## config.mk

```make
export PLATFORM = sky130hd
export DESIGN_NAME = crc16_txappend
export DESIGN_NICKNAME = d
export VERILOG_FILES = /design/src/rtl/crc16_txappend.sv
export SDC_FILE = /design/constraint.sdc
export NUM_CORES = 1
export LEC_CHECK = 0
export ABC_AREA = 1
export CORE_MARGIN = 1.5
export CORE_UTILIZATION = 40
export CTS_CLUSTER_SIZE = 28
export DETAILED_ROUTE_END_ITERATION = 10
export PLACE_DENSITY = 0.58
export SYNTH_ARGS = -nofsm -noshare
export SYNTH_HDL_FRONTEND = slang
export SYNTH_SLANG_ARGS = --single-unit
export TNS_END_PERCENT = 50
```

## constraint.sdc

```tcl
create_clock -name clk -period 4.4 [get_ports clk]
set_clock_uncertainty 0.2 [all_clocks]
set_input_delay 0.66 -clock clk [delete_from_list [all_inputs] [get_ports clk]]
set_output_delay 0.66 -clock clk [all_outputs]
set_load 0.02 [all_outputs]
```

## src/rtl/crc16_txappend.sv

```systemverilog
// -----------------------------------------------------------------------------
// crc16_txappend
//
// Transmit-path stage that sits between the EPC bit generator and the
// backscatter encoder. It pulls one data bit per link-rate strobe, passes
// each bit through, and then appends the Gen2 CRC-16. The CRC uses polynomial
// 0x1021 and preset 0xFFFF. The CRC is sent ones-complemented, MSB first.
//
// Optional feature (compile-time macro CRC16_TRAILER_BIT_EN):
//   When the macro is defined, one dummy '1' bit is sent after the 16th CRC
//   bit, and completion follows on the next strobe.
//   When the macro is undefined, completion follows the last CRC bit directly.
//
// Parameters:
//   MAXBITS       data-bit limit per reply; reaching it without lastbit
//                 forces the CRC phase and raises overflow
//
// Ports:
//   clk           system clock, rising edge
//   reset_n       asynchronous active-low reset
//   start         one-cycle pulse, begin (or abort and restart) a reply
//   bitstrobe     one-cycle link-rate tick, one output bit per tick
//   bitin         current upstream data bit
//   lastbit       upstream is presenting its final data bit
//   bitadv        one-cycle pulse, upstream advances to its next bit
//   bitout        reply bit to the encoder
//   bitout_valid  bitout holds a reply bit
//   txdone        reply complete, held until the next start
//   overflow      MAXBITS reached without lastbit, held until the next start
//   crc_out       running CRC register (debug)
// -----------------------------------------------------------------------------
module crc16_txappend #(
  parameter int MAXBITS = 128
) (
  input  logic        clk,
  input  logic        reset_n,
  input  logic        start,
  input  logic        bitstrobe,
  input  logic        bitin,
  input  logic        lastbit,
  output logic        bitadv,
  output logic        bitout,
  output logic        bitout_valid,
  output logic        txdone,
  output logic        overflow,
  output logic [15:0] crc_out
);

  localparam logic [15:0] CRC_POLY   = 16'h1021;
  localparam logic [15:0] CRC_PRESET = 16'hFFFF;
  localparam logic [8:0]  MAXBITS_W  = 9'(MAXBITS);

  // S_FIN means the last reply bit is on the wire.
  // The next strobe in S_FIN is the completion strobe.
  typedef enum logic [2:0] {
    S_IDLE  = 3'd0,
    S_DATA  = 3'd1,
    S_CRC   = 3'd2,
    S_FIN   = 3'd3,
    S_DONE  = 3'd4
`ifdef CRC16_TRAILER_BIT_EN
    , S_TRAIL = 3'd5
`endif
  } state_t;

  state_t      state_q, state_d;
  logic [15:0] crc_q, crc_d;
  logic [7:0]  cnt_q, cnt_d;
  logic [3:0]  idx_q, idx_d;
  logic        bitout_q, bitout_d;
  logic        valid_q, valid_d;
  logic        bitadv_q, bitadv_d;
  logic        txdone_q, txdone_d;
  logic        overflow_q, overflow_d;

  logic [8:0]  cnt_inc;
  logic        fb;

  assign cnt_inc = {1'b0, cnt_q} + 9'd1;
  assign fb      = crc_q[15] ^ bitin;

  always_comb begin
    state_d    = state_q;
    crc_d      = crc_q;
    cnt_d      = cnt_q;
    idx_d      = idx_q;
    bitout_d   = bitout_q;
    valid_d    = valid_q;
    bitadv_d   = 1'b0;        // bitadv is a pulse, so its default is low
    txdone_d   = txdone_q;
    overflow_d = overflow_q;

    if (start) begin
      // start outranks a coincident strobe; any reply in flight is dropped
      state_d    = S_DATA;
      crc_d      = CRC_PRESET;
      cnt_d      = 8'd0;
      txdone_d   = 1'b0;
      overflow_d = 1'b0;
      valid_d    = 1'b0;
    end else if (bitstrobe) begin
      case (state_q)
        S_DATA: begin
          bitout_d = bitin;
          valid_d  = 1'b1;
          crc_d    = {crc_q[14:0], 1'b0} ^ (fb ? CRC_POLY : 16'h0000);
          cnt_d    = cnt_inc[7:0];
          if (lastbit) begin
            state_d = S_CRC;
            idx_d   = 4'd15;
          end else if (cnt_inc == MAXBITS_W) begin
            state_d    = S_CRC;
            idx_d      = 4'd15;
            overflow_d = 1'b1;
          end else begin
            bitadv_d = 1'b1;
          end
        end
        S_CRC: begin
          // Shifting the register out with zero fill sends the CRC MSB first.
          bitout_d = ~crc_q[15];
          crc_d    = {crc_q[14:0], 1'b0};
          idx_d    = idx_q - 4'd1;
          if (idx_q == 4'd0) begin
`ifdef CRC16_TRAILER_BIT_EN
            state_d = S_TRAIL;
`else
            state_d = S_FIN;
`endif
          end
        end
`ifdef CRC16_TRAILER_BIT_EN
        S_TRAIL: begin
          bitout_d = 1'b1;
          state_d  = S_FIN;
        end
`endif
        S_FIN: begin
          bitout_d = 1'b0;
          valid_d  = 1'b0;
          txdone_d = 1'b1;
          state_d  = S_DONE;
        end
        default: ;  // IDLE and DONE ignore strobes
      endcase
    end
  end

  always_ff @(posedge clk or negedge reset_n) begin
    if (!reset_n) begin
      state_q    <= S_IDLE;
      crc_q      <= CRC_PRESET;
      cnt_q      <= 8'd0;
      idx_q      <= 4'd0;
      bitout_q   <= 1'b0;
      valid_q    <= 1'b0;
      bitadv_q   <= 1'b0;
      txdone_q   <= 1'b0;
      overflow_q <= 1'b0;
    end else begin
      state_q    <= state_d;
      crc_q      <= crc_d;
      cnt_q      <= cnt_d;
      idx_q      <= idx_d;
      bitout_q   <= bitout_d;
      valid_q    <= valid_d;
      bitadv_q   <= bitadv_d;
      txdone_q   <= txdone_d;
      overflow_q <= overflow_d;
    end
  end

  assign bitadv       = bitadv_q;
  assign bitout       = bitout_q;
  assign bitout_valid = valid_q;
  assign txdone       = txdone_q;
  assign overflow     = overflow_q;
  assign crc_out      = crc_q;

endmodule

```

; After elaboration in Yosys (flattened, before gate mapping)
; Index checks and enable logic that the tools add are counted.
[op_classes]
addsub = 2
n_reduce_logical = 18
eq_ne = 8
bitwise_logic = 4
n_mux = 33
[ops]
columns = cell, n
row1 = 2-to-1 mux 16 bit, 2
row2 = case mux 16 bit (2 select lines), 1
row3 = 2-to-1 mux 8 bit, 3
row4 = bitwise XOR 16 x 13 -> 16 bit, 1
row5 = 2-to-1 mux 1 bit, 15
row6 = 2-to-1 mux 3 bit, 5
row7 = 2-to-1 mux 13 bit, 1
row8 = AND reduction 4 bit, 3
row9 = nonzero test 2 bit, 5
row10 = "adder 8 x 1 -> 9 bit, second input constant", 1
row11 = "equality test 9 x 8 -> 1 bit, second input constant", 1
row12 = case mux 3 bit (3 select lines), 1
row13 = nonzero test 3 bit, 3
row14 = 2-to-1 mux 4 bit, 2
row15 = case mux 4 bit (2 select lines), 1
row16 = AND reduction 2 bit, 4
row17 = "equality test 3 x 2 -> 1 bit, second input constant", 2
row18 = "!= test 3 bit, second input constant", 2
row19 = logical NOT 4 bit, 1
row20 = "!= test 4 bit, second input constant", 1
row21 = nonzero test 4 bit, 1
row22 = "subtractor 4 x 1 -> 4 bit, second input constant", 1
row23 = "equality test 3 x 1 -> 1 bit, second input constant", 1
row24 = case mux 1 bit (3 select lines), 1
row25 = 5 further kinds, 6
[word_totals]
reg_bits = 36
output_inout_bits = 21
in_bits = 6

; Longest topological paths before layout
; Gate-level depths: netlist of run 1.
[depth]
ltp_word = 7
mapped_depth = 13
mapped_depth_nobuf = 13

; Worst setup path after synthesis of run 1
; No wires, ideal clock.
[synth_path]
path_kind = flip-flop to flip-flop
start = reg cnt_q[0]
end = reg idx_q[1]
setup_time_ns = 0.117
arrival_ns = 1.416
t_required_ns = 4.083
path_buffers = 0
setup_slack_ns = 2.667
path_stages_with_launch = 12
path_cell_list = dfrtp_1 ha_1 nand3_1 nand2_1 nand2_1 nand3_2 nor2_2 nand2_2 nand2_2 nand2_4 nand3_1 nand2_1
[synth_via]
elab_chain_len = 4
[synth_lines]
columns = element, line
row1 = "start, declared", 68  ; logic [7:0] cnt_q, cnt_d;
row2 = "start signal, assigned", 163  ; cnt_q <= cnt_d;
row3 = adder 8 x 1 -> 9 bit, 79  ; assign cnt_inc = {1'b0, cnt_q} + 9'd1;
row4 = equality test 9 x 8 -> 1 bit, 111  ; end else if (cnt_inc == MAXBITS_W) begin
row5 = != test 3 bit (no line), -
row6 = AND reduction 4 bit (no line), -
row7 = "end signal, assigned", 164  ; idx_q <= idx_d;
row8 = "end, declared", 69  ; logic [3:0] idx_q, idx_d;
; Every way passes these cells.
; A chain may end at the register's enable or synchronous reset.

; Final worst setup path of run 1
[layout_path]
start = reg crc_q[11] (netlist: crc_out[11])
end = out crc_out[11]
[layout_lines]
columns = element, line
row1 = "start, declared", 67  ; logic [15:0] crc_q, crc_d;
row2 = "start signal, assigned", 162  ; crc_q <= crc_d;
row3 = "end, declared", 46  ; output logic [15:0] crc_out
; No word-level cell between the ends.

==> qor.tcl, run 1 <==
set qor(clock_latency_of_the_later_clocked_register_in_the_worst_skew_pair_ns) 0.30
set qor(synth.yosys.seq_area_share) 0.480
set qor(finalSetupTns_ns) 0
set qor(cts_setup_buffers) 0
set qor(final-hold-violation-count) 0
set qor(cp_max_fo) 3
set qor(cp_num_buf_inv) 1
set qor(synth_cell_type_count) 30
set qor(detail_route.wl_per_cell_um) 12.2
set qor(syn-num-nets) 228
set qor(drt_drc_violations_left) 0
set qor(reg2reg_depth) 12
set qor(final_period_minus_worst_setup_slack_ns) 2.32
set qor(num_vias) 1486
set qor(startpoint_type) {flop}
set qor(postCtsResizedCells) 0
set qor(leakagePower_nw) 1.14
set qor(maximum_buffer_depth_of_the_clock_tree) 2
set qor(floorplan.die_area_sq_mm) 0.00522
set qor(gr-total-overflow) 0
set qor(launch_point_of_the_worst_reg_to_reg_path) {cnt_q[0]}
set qor(postCtsHoldBufs) 0
set qor(die_w_um) 72.3
set qor(aggregate_routed_wire_length_mm) 3.72
set qor(rows) 25
set qor(max-cap-violations) 0
set qor(port_buffers) 26
set qor(timing_worst_setup_path_type) {reg -> out}
set qor(timing.final.crit_share) 0.527
set qor(critPathSlowestCell) {clkdlybuf4s50_1}
set qor(setup.worst_path.end_class) {output port}
set qor(worstMarginPinSlew_ns) 0.778
set qor(layout-drive-gt1-share) 0.235
set qor(netlist_instances) 219
set qor(postSynthAreaPerCell_sq_um) 8.76
set qor(mappedNetlistArea_sq_mm) 0.00192
set qor(peakVddDrop_v) 0.000321
set qor(critical_path.max_stage_delay_ns) 0.60
set qor(rsz0062_at_grt) {false}
set qor(detailed_place.area_sq_mm) 0.00222
set qor(dpl.hpwl_mm) 2.73
set qor(number_of_nets_in_the_final_layout) 259
set qor(status) {complete, no violations}
set qor(first_global_vias) 1408
set qor(ctsHtreeMaxLevel) 2
set qor(globalRouteTotalUtil) 0.163
set qor(flip_flop_and_latch_count_after_synthesis) 36
set qor(floorplan.core_area_sq_mm) 0.00466
set qor(grt_first_pass_wirelength_mm) 6.44
set qor(setup_viol_count_final) 0
set qor(tritoncts.num_buffers) 5
set qor(clock_tree_from_tritoncts) {yes}
set qor(clock-sinks) 36
set qor(worstPathArrival_ns) 1.46
set qor(clk_pin_slew_worst_paths_ns) 0.08
set qor(critPathTopFamily) {buffers and inverters}
set qor(yosys_warnings) 0
set qor(avgViaCountPerCell) 4.87
set qor(drt_pre_antenna_iters) 4
set qor(p_per_area_mw_per_mm2) 456
set qor(worstPathCellList) {clkdlybuf4s50_1}
set qor(grt_start_max_net_pins) 37
set qor(num_antenna_cells) 0
set qor(ios) 27
set qor(finalInstanceArea_sq_mm) 0.00232
set qor(num-fill-cells) 462
set qor(max_freq_mhz) 431
set qor(cp.required_ns) 3.54
set qor(maxSlewHeadroom) 0.482
set qor(setup.worst_path.start) {crc_out[11]}
set qor(die_height_um) 72.3
set qor(drtAntennaViolNets) 0
set qor(initial_utilization) 0.412
set qor(dr.first_iter.drc_count) 121
set qor(grt_antenna_before_repair) 0
set qor(hold_class) {in -> async}
set qor(flip_flop_and_latch_area_sq_um) 921
set qor(gp_congestion) 0.750
set qor(drv_slew) 0
set qor(ctsRootBufferMaster) {clkbuf_8}
set qor(areaGrowthSynthToFinish_pct) 21.1
set qor(multi_input_comb_area_sq_um) 807
set qor(total_stage_count_of_the_critical_path) 1
## layout make-up
| cell class | instances | area share |
|---|---|---|
| Timing Repair Buffer | 26 | 0.110 |
| Sequential cell | 36 | 0.396 |
| Inverter | 45 | 0.0727 |
| Tap cell | 54 | 0.0291 |
| Multi-Input combinational cell | 136 | 0.347 |
| Clock buffer | 6 | 0.0404 |
| Clock inverter | 2 | 0.00484 |
## power by group
part | total, mW | internal (mW) | switching [mW]
combinational | 0.347 | 0.131 | 0.216
clock | 0.274 | 0.145 | 0.128
sequential | 0.440 | 0.396 | 0.0449
## sequential cells by signal, indices dropped and copies added (netlist names)
| register | cells |
|---|---|
| bitadv | 1 |
| bitout | 1 |
| bitout_valid | 1 |
| cnt_q | 8 |
| crc_out | 16 |
| idx_q | 4 |
| overflow | 1 |
| state_q | 3 |
| txdone | 1 |
## metal layers
metal	up-vias	global-route usage	part of all wire
li1	761	-	-
met1	695	0.216	0.50
met2	23	0.246	0.44
met3	7	0.0556	0.044
met4	0	0.0650	0.018
met5	-	0	0
## worst paths after layout
| kind | to | slack (ns) |
|---|---|---|
| setup / recovery | crc_out[11] | 2.08 |
| hold / removal | cnt_q[4] | 0.23 |
| hold reg to reg | state_q[0] | 0.28 |
| setup reg to reg | idx_q[2] | 2.45 |
| max in group asynchronous | txdone | 3.27 |
| min in group clk | state_q[0] | 0.28 |
## Yosys cell counts
master,n,area share
or2_2,2,0.0065
nand2_4,2,0.012
a21oi_1,6,0.016
nand2_1,41,0.080
a22oi_1,5,0.020
nor2_1,16,0.031
o21a_1,1,0.0039
nand2_2,7,0.023
nor3_4,1,0.0085
nor2_8,1,0.010
o21bai_1,1,0.0039
nor2_4,1,0.0059
dfrtp_1,20,0.26
dfstp_2,16,0.22
nor2_2,4,0.013
xnor2_1,2,0.0091
o21ai_0,7,0.018
a21oi_2,1,0.0046
inv_1,41,0.080
inv_2,4,0.0078
o21ai_1,2,0.0052
nand3_1,10,0.026
buf_6,2,0.012
nand4_1,4,0.013
ha_1,3,0.020
o22ai_1,5,0.016
nand3_2,2,0.010
o21ai_2,1,0.0046
nor3_1,3,0.0078
a22oi_2,8,0.052
## worst reg2reg max path, cell delays in order (launching register included)
cell and delay (ns):
dfrtp_1 0.43, ha_1 0.24, nand3_1 0.14, o21bai_1 0.19
nand2_1 0.09, nand2_1 0.08, nor2_2 0.05, nand2_2 0.09
nand2_2 0.07, nand2_4 0.09, nand2_4 0.06, nand2_1 0.06
nand2_1 0.05
## logic make-up after synthesis
kind of cell | Yosys count | share of synthesized area
and+or+nand+nor | 94 | 0.248
adders and majority gates | 3 | 0.0196
xor gates and xnor gates | 2 | 0.00913
buffers and inverters | 47 | 0.0997
DFF | 36 | 0.480
AOI/OAI and AO/OA | 37 | 0.144
## through the flow
step	setup WS, ns	hold WS (ns)	utilization	power [mW]	instances
floorplan	2.67	0.164	-	0.699	219
global placement	1.95	0.266	0.476	0.796	297
detailed placement	1.86	0.268	0.476	0.798	297
CTS	2.06	0.262	0.499	1.08	305
global route	2.02	0.307	0.499	1.13	305
finish	2.08	0.227	0.499	1.06	305
## cells in the final DEF (no fill, tap or decap), drive strengths merged
master,synthesis,final
nand2,50,50
clkinv,0,1
o21ai,10,10
nor3,4,4
o21bai,1,1
a22oi,13,13
inv,45,46
ha,3,3
buf,2,1
o21a,1,1
nand4,4,4
o22ai,5,5
clkbuf,0,6
xnor2,2,2
or2,2,2
nor2,22,22
nand3,12,12
clkdlybuf4s50,0,25
dfrtp,20,20
dfstp,16,16
a21oi,7,7
(Power assumes the default switching activity.)
==> inputs of run 2 (changes only) <==
PLACE_DENSITY = 0.6   (was 0.58)
clock period = 2.05 ns   (was 4.4 ns; I/O delays follow)
==> run 2 against run 1 <==
- cell count is 3.3% higher
- critical path depth stayed put
- largest power group unchanged
- non-clock buffer count grew 10
- critical endpoint is now crc_out[15]
- combinational power increased by 140%
- register-to-register slack lost 2.2 ns
==> qor.tcl, run 2 (synthesis gave the netlist of run 1 again) <==
set qor(cp.required_ns) 1.54 ;# -2.00 ns
set qor(ctsRootBufferMaster) {clkbuf_8}
set qor(largest_register_ffs) 16 ;# unchanged
set qor(worst_hold_path.num_cells) 2
set qor(areaGrowthSynthToFinish_pct) 26.3
set qor(final_period_minus_worst_setup_slack_ns) 1.96
set qor(clock_latency_of_the_later_clocked_register_in_the_worst_skew_pair_ns) 0.29 ;# about the same
set qor(maxSlewHeadroom) 0.696 ;# +0.214
set qor(critical_path.max_stage_delay_ns) 0.61 ;# about the same
set qor(globalRouteTotalUtil) 0.168 ;# +0.00546
set qor(power.internal_mw) 1.48 ;# +120%
set qor(rsz0062_at_grt) {false}
set qor(number_of_nets_in_the_final_layout) 269 ;# +3.9%
set qor(clock-sinks) 36 ;# unchanged
set qor(peakVddDrop_v) 0.000420 ;# +31%
set qor(floorplan.core_area_sq_mm) 0.00466 ;# unchanged
set qor(layout.core_utilization) 0.520 ;# +0.0215
set qor(reg2reg_depth) 12 ;# unchanged
set qor(gr-total-overflow) 0 ;# unchanged
set qor(leakagePower_nw) 1.18 ;# +3.8%
set qor(worstMarginPinSlew_ns) 0.456 ;# -0.321 ns
set qor(num-fill-cells) 450 ;# -2.6%
set qor(ctsHtreeMaxLevel) 2 ;# unchanged
set qor(die_height_um) 72.3 ;# unchanged
set qor(drt_pre_antenna_iters) 4 ;# unchanged
set qor(critPathSlowestCell) {clkdlybuf4s50_1}
set qor(total_stage_count_of_the_critical_path) 1 ;# unchanged
set qor(clk_pin_slew_worst_paths_ns) 0.07 ;# about the same
set qor(power_switching_mw) 0.832 ;# +110%
set qor(dr.first_iter.drc_count) 147 ;# +21%
set qor(hold_class) {reg -> reg}
set qor(avgViaCountPerCell) 4.84 ;# -0.70%
set qor(port_buffers) 26 ;# unchanged
set qor(gp_congestion) 0.835 ;# +11%
set qor(drv_slew) 0 ;# unchanged
set qor(r2r_slack_ns) 0.23 ;# -2.22 ns
set qor(ios) 27 ;# unchanged
set qor(finalInstanceArea_sq_mm) 0.00242 ;# +4.3%
set qor(worst_slack_ns) 0.0861 ;# -2.00 ns
set qor(floorplan.die_area_sq_mm) 0.00522 ;# unchanged
set qor(die_w_um) 72.3 ;# unchanged
set qor(worstPathCellList) {clkdlybuf4s50_1}
set qor(final-hold-violation-count) 0 ;# unchanged
set qor(pre_cts_slack_ns) 0.0599 ;# -1.80 ns
set qor(multi_input_comb_area_sq_um) 820 ;# +1.6%
set qor(grt_antenna_before_repair) 0 ;# unchanged
set qor(grt_first_pass_wirelength_mm) 6.66 ;# +3.4%
set qor(first_global_vias) 1474 ;# +4.7%
set qor(clockPowerShare) 0.228 ;# -0.030
set qor(critPathTopFamily) {buffers and inverters}
set qor(clock_tree_from_tritoncts) {yes}
set qor(detail_route.wl_per_cell_um) 11.9 ;# -2.6%
set qor(timing.final.crit_share) 0.958
set qor(sw_frac_of_total) 0.360 ;# -0.00613
set qor(timing_worst_setup_path_type) {reg -> out}
set qor(startpoint_type) {flop}
set qor(drtAntennaViolNets) 0 ;# unchanged
set qor(cp_max_fo) 4 ;# +1
set qor(aggregate_routed_wire_length_mm) 3.74 ;# +0.59%
set qor(setup_viol_count_final) 0 ;# unchanged
set qor(dpl.hpwl_mm) 2.79 ;# +2.5%
set qor(maximum_buffer_depth_of_the_clock_tree) 2 ;# unchanged
set qor(power.sequential.fraction) 0.410 ;# -0.005
set qor(num_antenna_cells) 0 ;# unchanged
set qor(grt_start_max_net_pins) 37 ;# unchanged
set qor(detailed_place.area_sq_mm) 0.00230 ;# +3.8%
set qor(flip_flop_and_latch_area_sq_um) 921 ;# unchanged
set qor(p_per_area_mw_per_mm2) 952 ;# +110%
set qor(combPwrFrac) 0.363 ;# +0.036
set qor(num_vias) 1524 ;# +2.6%
set qor(max-cap-violations) 0 ;# unchanged
set qor(rows) 25 ;# unchanged
set qor(initial_utilization) 0.412 ;# unchanged
set qor(layout.cells.most_common_list) {inv_1 (41), nand2_1 (41), clkdlybuf4s50_1 (25)}
set qor(worstPathArrival_ns) 1.46 ;# about the same
set qor(layout-drive-gt1-share) 0.257 ;# +0.0216
set qor(finalSetupTns_ns) 0 ;# unchanged
set qor(max_freq_mhz) 509
set qor(drt_drc_violations_left) 0 ;# unchanged
set qor(tritoncts.num_buffers) 5 ;# unchanged
set qor(cp_num_buf_inv) 1 ;# unchanged
set qor(status) {complete, no violations}
set qor(total_power_mw) 2.31 ;# +120%
set qor(setup.worst_path.end_class) {output port}
run 2: worst paths after layout:
path / startpoint / end
worst max-delay path: crc_out[15] / crc_out[15]
worst min-delay path: state_q[0] / state_q[0]
worst max register to register: cnt_q[1] / idx_q[2]
worst min register to register: state_q[0] / state_q[0]
max in group asynchronous: reset_n / crc_out[13]
min in group asynchronous: reset_n / cnt_q[4]
run 2: stage by stage:
stage,hold slack [ns],std cells
5_1_grt,0.337,315
6_report,0.281,315
3_5_place_dp,0.179,305
3_3_place_gp,0.177,305
4_1_cts,0.286,314
2_1_floorplan,-0.188,219
run 2: power groups by stage:
stage          sequential, mW  combinational (mW)  clock (mW)
2_1_floorplan            1.00               0.497           0
3_3_place_gp            0.953               0.829           0
3_5_place_dp            0.954               0.836           0
4_1_cts                 0.942               0.841       0.544
5_1_grt                 0.966               0.956       0.569
6_report                0.946               0.838       0.526
run 2: layer usage:
layer	vias to the layer above	global-route usage	part of all wire	wire [um]
met2	27	0.266	0.47	1780
met1	706	0.219	0.47	1750
met5	-	0	0	0
met3	7	0.0500	0.042	156
li1	784	-	-	-
met4	0	0.0629	0.016	61
run 2: timing repair:
item                                    4_1_cts  5_1_grt
endpoints found under the setup margin        0        6
hold endpoints to repair                     20        0
resized for setup                             0        2
hold buffers                                  1        0
setup buffers                                 0        1
run 2: layout make-up:
class | instances | share of cell area
flip-flops and latches | 36 | 0.380
multi-input cells | 136 | 0.338
repair buffers | 36 | 0.148
inverters | 45 | 0.0697
clock buffers | 8 | 0.0372
well taps | 54 | 0.0279
